[config.mk]
export PLATFORM = sky130hd
export DESIGN_NAME = xgmii_tx_encoder
export DESIGN_NICKNAME = d
export VERILOG_FILES = /design/src/rtl/xgmii_tx_encoder.sv
export SDC_FILE = /design/constraint.sdc
export NUM_CORES = 1
export LEC_CHECK = 0
export ABC_AREA = 0
export ABC_CLOCK_PERIOD_IN_PS = 2350
export CAP_MARGIN = 30
export CELL_PAD_IN_SITES_DETAIL_PLACEMENT = 0
export CELL_PAD_IN_SITES_GLOBAL_PLACEMENT = 2
export CORE_MARGIN = 4
export CORE_UTILIZATION = 31
export CTS_BUF_LIST = sky130_fd_sc_hd__clkbuf_2 sky130_fd_sc_hd__clkbuf_4 sky130_fd_sc_hd__clkbuf_8
export CTS_CLUSTER_SIZE = 25
export DETAILED_ROUTE_END_ITERATION = 6
export HOLD_SLACK_MARGIN = 0.06
export PLACE_DENSITY_LB_ADDON = 0.1
export SYNTH_ARGS = -nofsm -noshare
export SYNTH_HDL_FRONTEND = slang
export SYNTH_SLANG_ARGS = --single-unit
[constraint.sdc]
create_clock -name clk156 -period 2.35 [get_ports clk156]
set_input_delay 0.47 -clock clk156 [delete_from_list [all_inputs] [get_ports clk156]]
set_output_delay 0.47 -clock clk156 [all_outputs]
set_load 0.02 [all_outputs]
[src/rtl/xgmii_tx_encoder.sv]
// XGMII transmit encoder: frames a 64-bit valid/ready byte stream with /S/, /T/ and the inter-frame gap.
// Define XGMII_TX_FCS_EN to compute and append the Ethernet CRC-32 in hardware.
module xgmii_tx_encoder (
  input  logic        clk156,
  input  logic        sys_rst_n,
  input  logic [63:0] s_data,
  input  logic [7:0]  s_keep,
  input  logic        s_last,
  input  logic        s_valid,
  output logic        s_ready,
  output logic [63:0] xgmii_txd,
  output logic [7:0]  xgmii_txc,
  output logic [31:0] tx_frames,
  output logic [15:0] tx_aborts
);

  localparam logic [63:0] IDLE_WORD  = 64'h0707070707070707;
  localparam logic [63:0] START_WORD = 64'hD5555555555555FB;
  localparam logic [63:0] ERROR_WORD = 64'hFEFEFEFEFEFEFEFE;
  localparam logic [63:0] TERM_WORD  = 64'h07070707070707FD;

  typedef enum logic [2:0] {IDLE, PRE, DATA, FCS, TERM, IFG, ERR, DROP} state_t;

  state_t       state_q, state_d;
  logic [63:0]  txd_q, txd_d, spillTxd_q, spillTxd_d;
  logic [7:0]   txc_q, txc_d, spillTxc_q, spillTxc_d;
  logic         ready_q, ready_d, dropPend_q, dropPend_d;
  logic [1:0]   ifgLeft_q, ifgLeft_d, spillIfg_q, spillIfg_d;
  logic [31:0]  frames_q, frames_d;
  logic [15:0]  aborts_q, aborts_d;
  logic [3:0]   keepCnt, tpos;
  logic         keepOk;
  logic [127:0] dataExt, tailTxd;
  logic [15:0]  tailTxc;

  assign keepCnt = 4'($countones(s_keep));
  assign keepOk  = (s_keep != 8'h00) && ((s_keep & (s_keep + 8'd1)) == 8'h00);
  assign dataExt = {64'h0, s_data};

`ifdef XGMII_TX_FCS_EN
  logic [31:0] crc_q, crc_d, fcsVal;

  function automatic logic [31:0] crcBytes(input logic [31:0] crcIn, input logic [63:0] data,
                                           input logic [3:0] nBytes);
    logic [31:0] c;
    c = crcIn;
    for (int i = 0; i < 8; i++) begin
      if (i < int'(nBytes)) begin
        c = c ^ {24'h0, data[8*i +: 8]};
        for (int b = 0; b < 8; b++) c = c[0] ? ((c >> 1) ^ 32'hEDB88320) : (c >> 1);
      end
    end
    return c;
  endfunction

  assign fcsVal = ~crcBytes(crc_q, s_data, keepCnt);
  assign tpos   = keepCnt + 4'd4;

  always_comb begin
    crc_d = crc_q;
    if (state_q == IDLE) crc_d = 32'hFFFFFFFF;
    else if ((state_q == PRE || state_q == DATA) && s_valid && !s_last)
      crc_d = crcBytes(crc_q, s_data, 4'd8);
  end

  always_ff @(posedge clk156 or negedge sys_rst_n) begin
    if (!sys_rst_n) crc_q <= 32'hFFFFFFFF;
    else            crc_q <= crc_d;
  end
`else
  assign tpos = keepCnt;
`endif

  // Two-word view of the last beat: data, optional FCS, /T/, then idles; word 1 is the spill.
  always_comb begin
    tailTxd = '0;
    tailTxc = '0;
    for (int i = 0; i < 16; i++) begin
      if (i < int'(keepCnt)) begin
        tailTxd[8*i +: 8] = dataExt[8*i +: 8];
`ifdef XGMII_TX_FCS_EN
      end else if (i < int'(tpos)) begin
        tailTxd[8*i +: 8] = 8'(fcsVal >> (8 * (i - int'(keepCnt))));
`endif
      end else begin
        tailTxd[8*i +: 8] = (i == int'(tpos)) ? 8'hFD : 8'h07;
        tailTxc[i]        = 1'b1;
      end
    end
  end

  always_comb begin
    state_d    = state_q;
    txd_d      = IDLE_WORD;
    txc_d      = 8'hFF;
    ready_d    = 1'b0;
    ifgLeft_d  = ifgLeft_q;
    spillTxd_d = spillTxd_q;
    spillTxc_d = spillTxc_q;
    spillIfg_d = spillIfg_q;
    dropPend_d = dropPend_q;
    frames_d   = frames_q;
    aborts_d   = aborts_q;
    case (state_q)
      IDLE: begin
        if (s_valid) begin
          state_d = PRE;
          txd_d   = START_WORD;
          txc_d   = 8'h01;
          ready_d = 1'b1;
        end
      end
      PRE, DATA: begin
        ready_d = 1'b1;
        if (!s_valid || (s_last && !keepOk)) begin
          state_d    = ERR;
          txd_d      = ERROR_WORD;
          ready_d    = 1'b0;
          dropPend_d = !s_valid;
        end else if (!s_last) begin
          state_d = DATA;
          txd_d   = s_data;
          txc_d   = 8'h00;
        end else begin
          ready_d = 1'b0;
          txd_d   = tailTxd[63:0];
          txc_d   = tailTxc[7:0];
          if (tpos < 4'd8) begin
            state_d   = IFG;
            frames_d  = frames_q + 32'd1;
            ifgLeft_d = (tpos <= 4'd3) ? 2'd1 : 2'd2;
          end else begin
            state_d    = (tpos == 4'd8) ? TERM : FCS;
            spillTxd_d = tailTxd[127:64];
            spillTxc_d = tailTxc[15:8];
            spillIfg_d = (tpos <= 4'd11) ? 2'd1 : 2'd2;
          end
        end
      end
      FCS, TERM: begin
        state_d   = IFG;
        txd_d     = spillTxd_q;
        txc_d     = spillTxc_q;
        frames_d  = frames_q + 32'd1;
        ifgLeft_d = spillIfg_q;
      end
      ERR: begin
        txd_d    = TERM_WORD;
        aborts_d = aborts_q + 16'd1;
        if (dropPend_q) begin
          state_d = DROP;
          ready_d = 1'b1;
        end else begin
          state_d   = IFG;
          ifgLeft_d = 2'd1;
        end
      end
      DROP: begin
        ready_d = 1'b1;
        if (s_valid && s_last) begin
          state_d   = IFG;
          ready_d   = 1'b0;
          ifgLeft_d = 2'd1;
        end
      end
      IFG: begin
        if (ifgLeft_q <= 2'd1) state_d = IDLE;
        else                   ifgLeft_d = ifgLeft_q - 2'd1;
      end
      default: state_d = IDLE;
    endcase
  end

  always_ff @(posedge clk156 or negedge sys_rst_n) begin
    if (!sys_rst_n) begin
      state_q    <= IDLE;
      txd_q      <= IDLE_WORD;
      txc_q      <= 8'hFF;
      ready_q    <= 1'b0;
      ifgLeft_q  <= 2'd0;
      spillTxd_q <= IDLE_WORD;
      spillTxc_q <= 8'hFF;
      spillIfg_q <= 2'd0;
      dropPend_q <= 1'b0;
      frames_q   <= 32'd0;
      aborts_q   <= 16'd0;
    end else begin
      state_q    <= state_d;
      txd_q      <= txd_d;
      txc_q      <= txc_d;
      ready_q    <= ready_d;
      ifgLeft_q  <= ifgLeft_d;
      spillTxd_q <= spillTxd_d;
      spillTxc_q <= spillTxc_d;
      spillIfg_q <= spillIfg_d;
      dropPend_q <= dropPend_d;
      frames_q   <= frames_d;
      aborts_q   <= aborts_d;
    end
  end

  assign s_ready   = ready_q;
  assign xgmii_txd = txd_q;
  assign xgmii_txc = txc_q;
  assign tx_frames = frames_q;
  assign tx_aborts = aborts_q;

endmodule

### Word level (Yosys, flattened, before mapping)

Cells that the tools add are included.

* $add $sub $neg: 11
* magnitude comparators: 19
* eq/ne operators: 31
* muxes and demuxes: 82
* bitwise operators: 3
* reduce and logical (&&, ||, !) cells: 19

Operators by type and width (count)
* $mux W8: 34
* $pmux W64 S4: 1
* $mux W64: 3
* $mux W32: 3
* $pmux W32 S2: 1
* $add A32 B1 Y32 const B: 1
* $eq A4 B4 Y1 const A: 8
* $lt A4 B4 Y1 const A: 7
* $pmux W8 S3: 1
* $mux W3: 7
* $mux W1: 20
* $mux W2: 9
* $pmux W3 S6: 1
* $add A16 B1 Y16 const B: 1
* $eq A3 B4 Y1 const A: 4
* $lt A3 B4 Y1 const A: 4
* $ne A2 B2 Y1 const B: 8
* $eq A3 B3 Y1 const B: 4
* $pmux W2 S5: 1
* $add A1 B1 Y2: 4
* $add A8 B1 Y8 const B: 1
* $and A8 B8 Y8: 1
* $eq A2 B4 Y1 const A: 2
* $logic_not A8 Y1: 1
* 28 further kinds: 38

* bits in registers: 200
* bits of input ports: 76
* output and inout port bits: 121

### Logic depth before layout (Yosys ltp)

Gate-level depths: netlist of run 1.

* depth after elaboration: 9
* depth in mapped cells: 14
* depth with buffers taken out: 13

### Worst setup path after synthesis of run 1

OpenSTA, ideal clock, no wires.

* path type: input to register
* start: input port s_keep[0]
* end: register txd_q[12], in the netlist xgmii_txd[12]
* library setup time: 0.139 ns
* arrival: 4.037 ns
* data required time: 2.211 ns
* path slack: -1.826 ns
* cell stages on the path: 13
* path through: inv_1 > fa_1 > fa_1 > fa_1 > inv_1 > ha_1 > fa_1 > and2_1 > a32oi_1 > nor2_1 > nand2_1 > a21oi_1 > or4_1

* word-level cells in the longest chain between the ends: 9
* elaborated cells between the ends (all ways): 18

RTL lines
* start: declaration: RTL line 7 `input logic [7:0] s_keep,`
* branches (longest 7 deep; another with $add A3 B3 Y4)
* $mux W64 *: RTL line 115 `if (!s_valid || (s_last && !keepOk)) begin`
* $pmux W64 S4 *: RTL line 104 `case (state_q)`
* net txd_d[12]: RTL line 25 `logic [63:0] txd_q, txd_d, spillTxd_q, spillTxd_d;`
* end signal: assignment: RTL line 189 `txd_q <= txd_d;`
* end: declaration: RTL line 25

Mark *: on every way through the listed nets, which the timed path passes.
A chain may end at the register's enable or synchronous reset.

### Final worst setup path of run 1

* start: input port s_keep[3]
* end: register txd_q[41], in the netlist xgmii_txd[41]

* word-level cells in the longest chain between the ends: 9
* elaborated cells between the ends (all ways): 18

RTL lines (RTL line)
* branches (longest 7 deep; another with $add A3 B3 Y4)
* $mux W64 *: 115
* $pmux W64 S4 *: 104
* net txd_d[41]: 25

Marked as above.

==> results.py, run 1 <==
metrics = {
    "global_route": {
        "first_global_vias": 7251,
        "grt-ovfl-total": 0,
        "grt_first_pass_wirelength_um": 40210,
        "grtUsageTotal_pct": 19.49,
        "grt_antenna_before_repair": 1,
        "grt_max_degree": 55,
    },
    "routing": {
        "wire_per_inst_um": 18.82,
        "ant_nets": 0,
        "wirelength_um": 26080,
        "vias": 6962,
        "dr.pass1.iters": 4,
        "drcViolationCount": 0,
        "drt_iter0_markers": 396,
        "via_per_inst": 5.023,
    },
    "logic_synthesis": {
        "synth_flop_cell": "dfrtp_1",
        "yosysSeqAreaShare_pct": 52.80,
        "synth_area_leader_cell": "dfrtp_1",
        "yosys-top-cells-area": "dfrtp_1, dfstp_2, nand2_1",
        "synth_edf_count": 0,
        "synth_cell_type_count": 70,
        "synthesis.nets": 826,
        "synth_seq_cells": 152,
        "syn_avg_cell_area_um2": 9.926,
        "synth.top_cell.area_share_pct": 35.92,
        "yosysMostFrequentCell": "dfrtp_1",
        "synth_warnings": 0,
        "synthTopCellsByCount": "dfrtp_1, nand2_1, o21ai_0",
        "syn_inst": 737,
        "ys_async_sr_fraction_pct": 100.0,
        "synth_area_um2": 7316,
    },
    "clocking": {
        "cts.sinks": 152,
        "h-tree-depth": 4,
        "cts_root_buffer": "clkbuf_8",
        "cts_tree": "done",
        "path_clk_slew_ns": 0.10,
        "clockBufferDepth": 2,
        "cts_buffers": 17,
        "clk-insertion-delay-late_ns": 0.46,
    },
    "sta": {
        "hold_slack_ns": 0.4718,
        "relSlewSlack_pct": 67.35,
        "final-setup-viol-count": 134,
        "clock_skew_ns": 0.01612,
        "max_slew.worst_pin.slew_ns": 0.4880,
        "period_needed_ns": 3.633,
        "finalHoldViolations": 0,
        "fin_crit_sh_pct": 154.6,
        "rsz0062_at_grt": "yes",
        "report.final.slew_viol_count": 0,
        "clock.fmax_mhz": 275.2,
        "setup_ws_ns": -1.283,
    },
    "power_and_ir_drop": {
        "max-vdd-ir-drop_v": 0.0006134,
        "p_per_area_nw_per_um2": 1074,
        "power.leakage_nw": 5.328,
        "p_total_mw": 13.33,
    },
    "cells_and_area": {
        "drive_gt1_share_pct": 37.74,
        "fin_util_pct": 54.13,
        "multi_input_area_um2": 4232,
        "fillers": 2016,
        "seqCellArea_um2": 3862,
        "areaGrowthSynthToFinish_pct": 69.54,
        "fin_nets": 1149,
        "insertedDiodeCount": 0,
        "finalNonFillerCells": 1386,
    },
    "placement": {
        "dp_cells": 1313,
        "dp.final_hpwl_um": 18490,
        "gp_congestion": 0.8336,
        "dp_slack_ns": -2.268,
        "port_buffers": 196,
    },
    "worst_setup_path": {
        "cp_cell_sequence": "buf_8 > inv_8 > fa_1 > fa_1 > fa_1 > inv_2 > ha_4 > fa_2 > nand2b_4 > o21ai_2 > or3b_4 > o21ai_1 > a21oi_1 > or4_1",
        "crit_type": "in -> reg",
        "required_ns": 2.73,
        "worstPathArrival_ns": 4.01,
        "cpMostUsedCell": "fa_1",
        "critPathLaunchType": "input pin",
        "slowest_stage": "fa_1",
        "crit_fanout": 4,
        "cp-end-kind": "register",
        "slowest_delay_ns": 0.56,
    },
    "status": {
        "violations": "negative setup slack",
        "status": "complete, but fails checks",
    },
    "die": {
        "core_area_um2": 22920,
        "die_y_um": 161.6,
        "row_count": 55,
        "dieArea_um2": 26120,
        "initial_core_util_pct": 31.92,
        "pin_count": 197,
        "die_w_um": 161.6,
    },
    "hold_path": {
        "hold_path.class": "reg -> reg",
    },
    "flow_run": {
        "drv_cap": 0,
    },
}
==> metrics by stage <==
stage | area, um2 | setup TNS (ns)
floorplan | 7477 | -151.69
global placement | 10570 | -261.28
detailed placement | 10570 | -265.06
CTS | 11610 | -124.20
global route | 12400 | -139.98
finish | 12400 | -130.59
==> path summary, 6_finish.rpt <==
check / slack (ns) / depth (start not counted) / to / from
max in group asynchronous: 1.07 / 3 / xgmii_txc[7]$_DFF_PN1_ / sys_rst_n
worst max register to register: 0.02 / 8 / spillTxd_q[49]$_DFFE_PN1P_ / state_q[0]$_DFFE_PN0P_
worst min register to register: 0.47 / 2 / spillTxd_q[17]$_DFFE_PN1P_ / spillTxd_q[17]$_DFFE_PN1P_
min in group asynchronous: 0.51 / 2 / tx_aborts[9]$_DFFE_PN0P_ / sys_rst_n
worst min-delay path: 0.47 / 2 / spillTxd_q[17]$_DFFE_PN1P_ / spillTxd_q[17]$_DFFE_PN1P_
worst max-delay path: -1.28 / 14 / xgmii_txd[41]$_DFF_PN1_ / s_keep[3]
==> final cells by class <==
class | count | area share (%)
Clock inverter | 14 | 1.140
Sequential cell | 152 | 31.14
Timing Repair Buffer | 343 | 27.81
Inverter | 20 | 0.6860
Tap cell | 313 | 3.157
Clock buffer | 18 | 1.947
Multi-Input combinational cell | 526 | 34.12
==> registers in the layout (all words and copies together), names as in the netlist <==
register and flops:
ifgLeft_q 2, xgmii_txc 8, spillIfg_q 2, tx_aborts 16
xgmii_txd 64, state_q 3, s_ready 1, spillTxc_q 6
tx_frames 32, spillTxd_q 17, dropPend_q 1
==> logic make-up after synthesis <==
logic type                 synth area share, %
AOI/OAI and AO/OA                        15.27
DFF                                      52.80
xor gates and xnor gates                 5.507
muxes                                   0.3078
buffers and inverters                    3.232
and+or+nand+nor                          20.11
adders and majority gates                2.771
==> power breakdown <==
group          switching (mW)  internal, mW  leakage [nW]  total (mW)
logic                    3.93          3.50          3.24        7.43
clock network            1.14         0.883         0.194        2.03
registers               0.378          3.50          1.89        3.87
total                    5.45          7.88          5.33        13.3
==> what timing repair did <==
item                                    in CTS  in global routing
setup buffers                               27                 24
endpoints found under the setup margin     135                135
hold endpoints to repair                    45                  0
hold buffers                                 1                  0
pin swaps                                   57                 86
cloned                                       2                  1
gates resized for setup                    145                151
==> worst max-delay path, delay by kind of cell <==
family / cells / cell delay [ns]
adders and majority gates: 5 / 2.10
and+or+nand+nor: 3 / 0.99
AOI/OAI and AO/OA: 3 / 0.29
buffers and inverters: 3 / 0.17
==> routing by layer <==
layer  share of wire (%)  GRT usage, %  wire length (um)
met1                  43         24.90             11090
met2                  51         33.00             13300
met3                 5.0         4.670              1300
met4                 1.5         5.805               392
met5               0.031             0                 8
==> cells in the final DEF (no fill, tap or decap), types with 12 or more instances in the layout <==
cell type	n
dfstp_2	47
inv_1	16
a21oi_1	28
xor2_1	12
o21ai_2	17
nand3_1	22
clkbuf_8	17
nand2_1	73
nand3_2	18
o21ai_1	25
dfrtp_1	105
clkdlybuf4s50_1	190
buf_12	12
buf_4	80
nor2_1	30
and3_1	23
o21ai_0	21
nor2_4	20
buf_6	53
xnor2_1	29
No activity file was read; power rests on OpenSTA's default activity.
==> inputs of run 2 (changes only) <==
- CELL_PAD_IN_SITES_GLOBAL_PLACEMENT: 2 -> 1
- CORE_UTILIZATION: 31 -> 35
==> run 2 against run 1 <==
Compared with the run above: the flow still finishes with violations (negative setup slack); sequential share of layout area increased by 0.53 points; count of clock-buffer cells in the layout increased by 3; first-iteration DRC count decreased by 23%; critical endpoint unchanged; register-to-register slack got worse by 0.05 ns; fmax increased by 2.3%; clock power increased by 11%; utilization increased by 5.8 points; sequential power about the same; clock skew decreased by 0.0037 ns.
==> results.py, run 2 (same netlist as run 1, synthesis figures left out) <==
metrics = {
    "status": {
        "status": "complete, but fails checks",
        "violations": "negative setup slack",
    },
    "routing": {
        "wirelength_um": 24670,
        "wire_per_inst_um": 18.56,
        "drcViolationCount": 0,
        "dr.pass1.iters": 5,
        "vias": 6932,
        "ant_nets": 0,
        "drt_iter0_markers": 304,
        "via_per_inst": 5.216,
    },
    "clocking": {
        "h-tree-depth": 4,
        "clockBufferDepth": 2,
        "cts_root_buffer": "clkbuf_8",
        "cts_tree": "done",
        "cts_buffers": 17,
        "path_clk_slew_ns": 0.08,
        "cts.sinks": 152,
        "clk-insertion-delay-late_ns": 0.45,
    },
    "placement": {
        "port_buffers": 196,
        "gp_congestion": 0.8812,
        "dp_cells": 1266,
        "dp.final_hpwl_um": 17300,
    },
    "hold_path": {
        "hold_path.class": "reg -> reg",
    },
    "global_route": {
        "grt_first_pass_wirelength_um": 38520,
        "grt_max_degree": 59,
        "grt_antenna_before_repair": 0,
        "grtUsageTotal_pct": 20.38,
        "grt_busiest_layer": "met2",
        "first_global_vias": 7090,
        "use_met2_pct": 31.74,
        "met1_usage_pct": 27.99,
        "grt_use_met3_pct": 4.857,
        "grt-ovfl-total": 0,
    },
    "sta": {
        "hold_slack_ns": 0.4641,
        "setup_tns_ns": -127.34,
        "clock_skew_ns": 0.01247,
        "rsz0062_at_grt": "yes",
        "clock.fmax_mhz": 281.6,
        "setup_ws_ns": -1.202,
        "relSlewSlack_pct": 61.79,
        "max_slew.worst_pin.slew_ns": 0.5710,
        "finalHoldViolations": 0,
        "final-setup-viol-count": 134,
        "fin_crit_sh_pct": 151.1,
        "report.final.slew_viol_count": 0,
        "period_needed_ns": 3.552,
    },
    "cells_and_area": {
        "fin_nets": 1135,
        "fillers": 1678,
        "layout_common_cells": "clkdlybuf4s50_1, dfrtp_1, nand2_1, buf_4, buf_6",
        "drive_gt1_share_pct": 36.07,
        "insertedDiodeCount": 0,
        "areaGrowthSynthToFinish_pct": 66.68,
        "largest_register_ffs": 64,
        "finalNonFillerCells": 1329,
        "mostFrequentLayoutCell": "clkdlybuf4s50_1",
    },
    "worst_setup_path": {
        "worstPathArrival_ns": 3.92,
        "crit_buf_inv": 3,
        "cp-end-kind": "register",
        "crit_fanout": 4,
        "slowest_delay_ns": 0.55,
        "cp_cell_sequence": "buf_8 > inv_4 > fa_1 > fa_1 > fa_1 > inv_2 > ha_4 > fa_2 > nand2b_4 > o21ai_4 > or3b_4 > o21ai_2 > a21oi_1 > or4_1",
        "cp_top_family": "adder cells",
        "required_ns": 2.72,
        "r2r_slack_ns": -0.03,
        "crit_type": "in -> reg",
        "slowest_stage": "fa_1",
        "critPathLaunchType": "input pin",
        "cpMostUsedCell": "fa_1",
    },
    "die": {
        "die_w_um": 152.6,
        "die_y_um": 152.6,
        "core_area_um2": 20360,
        "initial_core_util_pct": 35.92,
        "pin_count": 197,
        "row_count": 52,
        "dieArea_um2": 23280,
    },
    "power_and_ir_drop": {
        "seqPwrFrac_pct": 29.0,
        "power.leakage_nw": 5.224,
        "max-vdd-ir-drop_v": 0.0004985,
        "p_per_area_nw_per_um2": 1094,
        "internal_power_mw": 8.097,
        "power_switching_mw": 5.246,
        "combPwrFrac_pct": 54.1,
        "p_total_mw": 13.34,
        "switching_share_pct": 39.32,
        "p_clk_share_pct": 17.0,
    },
    "flow_run": {
        "drv_cap": 0,
    },
}
==> run 2: cell type report <==
cell class                      instances  area, um2  share of cell area (%)
Inverter                               20      85.08                  0.6977
Tap cell                              270      337.8                   2.770
Multi-Input combinational cell        526       4182                   34.29
Clock buffer                           21      270.3                   2.216
Sequential cell                       152       3862                   31.67
Timing Repair Buffer                  329       3283                   26.92
Clock inverter                         11      173.9                   1.426
==> run 2: worst paths after layout <==
kind / start / end / depth (start not counted)
setup / recovery: s_keep[0] / xgmii_txd[41]$_DFF_PN1_ / 14
hold / removal: spillTxd_q[17]$_DFFE_PN1P_ / spillTxd_q[17]$_DFFE_PN1P_ / 2
setup reg to reg: state_q[1]$_DFFE_PN0P_ / spillTxd_q[62]$_DFFE_PN0P_ / 8
hold reg to reg: spillTxd_q[17]$_DFFE_PN1P_ / spillTxd_q[17]$_DFFE_PN1P_ / 2
max in group asynchronous: sys_rst_n / xgmii_txd[49]$_DFF_PN1_ / 3
min in group asynchronous: sys_rst_n / xgmii_txd[62]$_DFF_PN0_ / 2
==> run 2: worst min-delay path, stage by stage (launching register included) <==
cell     delay, ns
dfstp_2       0.38
nand2_1       0.04
o21ai_1       0.05
==> run 2: per-layer routing <==
metal | routed length [um] | vias to the layer above
li1 | - | 3214
met3 | 1367 | 37
met1 | 11380 | 3427
met2 | 11460 | 254
met5 | 0 | -
met4 | 467 | 0
==> run 2: power by group through the flow <==
stage | Sequential (mW) | Clock (mW) | Combinational [mW]
after CTS | 3.87 | 2.32 | 6.74
after global routing | 3.95 | 2.42 | 7.63
after global placement | 3.90 | 0 | 5.90
after floorplan | 4.60 | 0 | 2.41
after detailed placement | 3.90 | 0 | 6.00
final | 3.86 | 2.26 | 7.21
==> run 2: through the flow <==
| stage | setup slack (ns) | area (um2) | utilization, % |
|---|---|---|---|
| floorplan | -1.540 | 7477 | - |
| global placement | -2.221 | 10480 | 51.44 |
| detailed placement | -2.288 | 10480 | 51.44 |
| CTS | -1.164 | 11710 | 57.48 |
| global route | -1.268 | 12190 | 59.88 |
| finish | -1.202 | 12190 | 59.88 |
==> run 2: repair_timing <==
item                                    CTS  global route
cloned                                    3             0
buffers inserted                         19            21
hold buffers                              1             0
endpoints found under the setup margin  134           134
pin swaps                                60            53
gates resized for setup                 183            94
hold endpoints to repair                 41             0
